## src/rtl/serial_adder.sv

```systemverilog
// -----------------------------------------------------------------------------
// serial_adder
//
// Bit-serial ripple adder. A request in IDLE captures both operands and the
// initial carry. The block then resolves one result bit per clock, LSB first,
// over WIDTH ADD cycles. It presents {carry, sum} for a single DONE cycle and
// returns to IDLE.
//
// Ports
//   clock     : single clock, rising-edge active
//   reset     : synchronous active-high reset
//   start     : begin an addition (honoured in IDLE only)
//   input_a   : operand A, captured on the accepting edge
//   input_b   : operand B, captured on the accepting edge
//   carry_in  : initial carry, captured on the accepting edge
//   busy      : high while the ADD phase is running
//   done      : one-cycle pulse, sum/carry valid
//   sum       : registered result, held between completions
//   carry     : registered carry-out of bit WIDTH-1, held between completions
// -----------------------------------------------------------------------------
module serial_adder #(
  parameter int WIDTH = 8
) (
  input  logic             clock,
  input  logic             reset,
  input  logic             start,
  input  logic [WIDTH-1:0] input_a,
  input  logic [WIDTH-1:0] input_b,
  input  logic             carry_in,
  output logic             busy,
  output logic             done,
  output logic [WIDTH-1:0] sum,
  output logic             carry
);

  localparam int CNT_W = (WIDTH > 1) ? $clog2(WIDTH) : 1;
  localparam logic [CNT_W-1:0] LAST_BIT = CNT_W'(WIDTH - 1);

  typedef enum logic [1:0] {
    S_IDLE = 2'd0,
    S_ADD  = 2'd1,
    S_DONE = 2'd2
  } state_t;

  state_t state, state_nxt;

  // Operand shift registers: bit 0 always holds the bit being processed.
  logic [WIDTH-1:0] a_sh;
  logic [WIDTH-1:0] b_sh;
  logic             c_reg;
  // Result bits enter at the MSB, so after WIDTH shifts the LSB lands at bit 0.
  logic [WIDTH-1:0] r_sh;
  logic [CNT_W-1:0] cnt;

  logic [1:0]       ha0;
  logic [1:0]       ha1;
  logic             bit_s;
  logic             c_nxt;
  logic             last_bit;
  logic [WIDTH-1:0] r_nxt;

  // Half adder: returns {carry, sum}.
  function automatic logic [1:0] half_add(input logic x, input logic y);
    return {x & y, x ^ y};
  endfunction

  // Full-add of the current bit built from two chained half-add stages; the
  // second stage consumes the carry registered from the previous bit.
  always_comb begin
    ha0      = half_add(a_sh[0], b_sh[0]);
    ha1      = half_add(ha0[0], c_reg);
    bit_s    = ha1[0];
    c_nxt    = ha0[1] | ha1[1];
    last_bit = (cnt == LAST_BIT);
    r_nxt    = {bit_s, r_sh[WIDTH-1:1]};
  end

  always_comb begin
    state_nxt = state;
    case (state)
      S_IDLE:  if (start) state_nxt = S_ADD;
      S_ADD:   if (last_bit) state_nxt = S_DONE;
      S_DONE:  state_nxt = S_IDLE;
      default: state_nxt = S_IDLE;
    endcase
  end

  assign busy = (state == S_ADD);
  assign done = (state == S_DONE);

  always_ff @(posedge clock) begin
    if (reset) begin
      state <= S_IDLE;
    end else begin
      state <= state_nxt;
    end
  end

  // Datapath: capture on accept, shift during ADD, publish on entry to DONE.
  always_ff @(posedge clock) begin
    if (reset) begin
      a_sh  <= '0;
      b_sh  <= '0;
      c_reg <= 1'b0;
      r_sh  <= '0;
      cnt   <= '0;
      sum   <= '0;
      carry <= 1'b0;
    end else begin
      case (state)
        S_IDLE: begin
          if (start) begin
            a_sh  <= input_a;
            b_sh  <= input_b;
            c_reg <= carry_in;
            cnt   <= '0;
          end
        end
        S_ADD: begin
          a_sh  <= a_sh >> 1;
          b_sh  <= b_sh >> 1;
          c_reg <= c_nxt;
          r_sh  <= r_nxt;
          // The counter parks on the last index; a new accept clears it.
          if (last_bit) begin
            sum   <= r_nxt;
            carry <= c_nxt;
          end else begin
            cnt <= cnt + 1'b1;
          end
        end
        default: ;
      endcase
    end
  end

endmodule

```

## config.mk

```make
export PLATFORM = sky130hd
export DESIGN_NAME = serial_adder
export DESIGN_NICKNAME = d
export VERILOG_FILES = /design/src/rtl/serial_adder.sv
export SDC_FILE = /design/constraint.sdc
export NUM_CORES = 1
export LEC_CHECK = 0
export ABC_AREA = 1
export ABC_CLOCK_PERIOD_IN_PS = 3100
export CORE_MARGIN = 3
export CORE_UTILIZATION = 55
export CTS_BUF_LIST = sky130_fd_sc_hd__clkbuf_8 sky130_fd_sc_hd__clkbuf_16
export DETAILED_ROUTE_END_ITERATION = 8
export GPL_ROUTABILITY_DRIVEN = 1
export PLACE_DENSITY = 0.9
export SLEW_MARGIN = 15
export SYNTH_ARGS = -nofsm -noshare
export SYNTH_HDL_FRONTEND = slang
export SYNTH_SLANG_ARGS = --single-unit
```

## constraint.sdc

```tcl
create_clock -name clock -period 3.1 [get_ports clock]
set_clock_uncertainty 0.1 [all_clocks]
set_input_delay 0.62 -clock clock [delete_from_list [all_inputs] [get_ports clock]]
set_output_delay 0.62 -clock clock [all_outputs]
set_load 0.02 [all_outputs]
```

==> impl_metrics.py <==
metrics = {
    "finish": {
        "fillers": 259,
        "final_nets": 290,
        "final_common_cell": "inv_1",
        "post-route-util_pct": 71.4,
        "most-common-layout-cells": "39 x inv_1, 38 x dfxtp_1, 35 x nand2_1",
        "largest_registers": "a_sh (8), b_sh (8), sum (8)",
        "final_layout_size_suffix_gt1_share_pct": 20.1,
        "antennaDiodeCount": 0,
        "syn2layout_area_growth_pct": 19.9,
    },
    "die": {
        "start_util_pct": 59.6,
        "die_h_um": 64.7,
        "chipWidth_um": 64.7,
        "die_area_sq_mm": 0.00418,
        "core_area_sq_mm": 0.00318,
        "fp-row-count": 20,
        "ios": 31,
    },
    "global_routing": {
        "antenna_found_initial": 0,
        "grt_max_degree": 28,
        "grt_usage_pct": 20.2,
        "grt_pass1_wl_um": 6510,
        "grt_overflow_total": 0,
        "first_global_vias": 1494,
    },
    "setup_path": {
        "worstPathBufferInverterCount": 2,
        "cp-start-kind": "register",
        "critPathCaptureType": "output pin",
        "path_class": "register to output pin",
        "max_stage_delay_ns": 0.66,
        "critical-path-slowest-cell": "dfxtp_1",
        "cp_data_arrival_time_ns": 1.86,
        "crit_fanout": 12,
        "crit_chain": "nand2_4 > inv_1 > clkdlybuf4s50_1",
        "crit_required_ns": 2.38,
        "cpLargestDelayFamily": "buffers and inverters",
    },
    "sta": {
        "setup_viol": 0,
        "worst_pin_slew_ns": 0.529,
        "finalCriticalPeriod_ns": 2.58,
        "setup_ws_ns": 0.515,
        "rsz0062_at_grt": "false",
        "final.setup.tns_ns": 0,
        "holdWs_ns": 0.367,
        "max_freq_mhz": 387,
        "fin_crit_sh_pct": 83.4,
        "slew_headroom_pct": 64.7,
        "drv_slew": 0,
        "finalHoldViolations": 0,
    },
    "yosys": {
        "synth_xor_area_share_pct": 0,
        "avgSynthCellArea_sq_um": 7.95,
        "synth_simple_gate_area_share_pct": 31.1,
        "synth_top_area_share_pct": 40.2,
        "synth_mux_area_share_pct": 0,
        "synthCells": 238,
        "yosysUniqueCellTypes": 21,
        "yosys_warnings": 0,
        "postSynthNetCount": 261,
        "synth_area_leader_cell": "dfxtp_1",
        "yosysSeqAreaShare_pct": 40.2,
        "synth-seq-cells": 38,
        "synth_top_family_by_area": "simple AND/OR/NAND/NOR gates",
        "synth_compound_area_share_pct": 11.6,
        "syn_area_sq_mm": 0.00189,
        "synth_fa_ha_area_share_pct": 2.38,
        "synth.area.top_cells": "dfxtp_1 40%, nand3_1 8.5%, inv_1 7.7%",
    },
    "status": {
        "status": "complete, no violations",
    },
    "clock_network": {
        "path_clk_slew_ns": 0.07,
        "cts_buffer_depth": 2,
        "cts-buffers-inserted": 5,
        "cts_tree": "built",
        "cts_root_buf": "clkbuf_8",
        "cts_resized": 0,
        "postCtsSetupRepairBufs": 0,
        "h-tree-depth": 2,
        "cts.sinks": 38,
        "cts_hold_buf": 0,
        "worstSkewPairLatency_ns": 0.29,
    },
    "placed_design": {
        "place_ws_ns": 0.840,
        "gp_congestion": 0.761,
        "io_buffers": 30,
        "dp_hpwl_um": 2490,
    },
    "pwr": {
        "p_total_uw": 1100,
        "combPwrFrac_pct": 14.1,
        "power.share.sequential_pct": 48.7,
        "leakagePower_uw": 0.000999,
        "ir_drop_mv": 0.288,
        "p_int_uw": 821,
        "switching_share_pct": 25.3,
        "p_per_area_mw_per_mm2": 484,
        "switchingPower_uw": 278,
        "power_frac_clock_pct": 37.2,
    },
    "routing": {
        "routed_wl_um": 3690,
        "avgRoutedWirePerCell_um": 11.8,
        "vias_per_cell": 4.93,
        "drtIter0Drc": 75,
        "dr_total_vias": 1537,
        "dr.pass1.iters": 4,
        "final_antenna_net_count": 0,
        "route.detailed.drc": 0,
    },
    "flow_run": {
        "drv_cap": 0,
    },
    "min_path": {
        "hold_class": "register to register",
    },
}
[area by class of cell]
class	instances	area [sq um]	share of cell area (%)
clock buffer	5	68.8	3.03
clock inverter	3	40.0	1.76
inverter	42	160	7.06
multi-input combinational	146	855	37.7
sequential	38	761	33.5
tap	44	55.1	2.43
timing repair buffer	34	330	14.6
[power by group through the flow]
| stage | clock [uW] | combinational [uW] | sequential [uW] |
|---|---|---|---|
| 2_1_floorplan | 0 | 122 | 540 |
| 6_report | 409 | 155 | 535 |
| 3_5_place_dp | 0 | 154 | 546 |
| 4_1_cts | 417 | 156 | 535 |
| 5_1_grt | 442 | 174 | 539 |
| 3_3_place_gp | 0 | 150 | 544 |
[metrics by stage]
stage	instances	cell area, sq um
after floorplan	238	1890
after global placement	304	2160
after detailed placement	304	2160
after CTS	312	2270
after global routing	312	2270
final	312	2270
[worst paths after layout]
path,from,to,depth (start not counted),slack [ns]
max,state[0],busy,3,0.52
min,b_sh[2],b_sh[2],2,0.37
max reg2reg,state[0],sum[7],7,1.41
min reg2reg,b_sh[2],b_sh[2],2,0.37
[cell families after synthesis]
group / after synthesis
buffers and inverters: 54
and+or+nand+nor: 108
DFF: 38
adders and majority gates: 3
AOI/OAI and AO/OA: 35
[Yosys cell counts]
master	number
buf_12	3
nand2_8	1
nand2_1	35
ha_1	2
a21oi_2	12
o21ai_0	12
dfxtp_1	38
nor2_1	14
o21ai_1	1
nor2_4	1
inv_1	39
nand3_2	10
buf_2	7
nand2_2	11
fa_1	1
inv_4	1
buf_6	2
a21oi_1	10
nand3_1	32
inv_2	2
nand2_4	4
[layer usage]
layer  part of all wire [%]  track usage, %
met3                    4.6            5.89
met2                     51            35.2
met5                      0               0
met1                     43            22.5
met4                    1.9            9.50
[worst register-to-register path: stages, from the launching register on]
cell and delay (ns):
dfxtp_1 0.66, nand2_4 0.08, buf_4 0.24, nor2_4 0.16, nand2_2 0.10, inv_1 0.16
nand2_1 0.08, nand2_1 0.06
(Power assumes the default switching activity.)
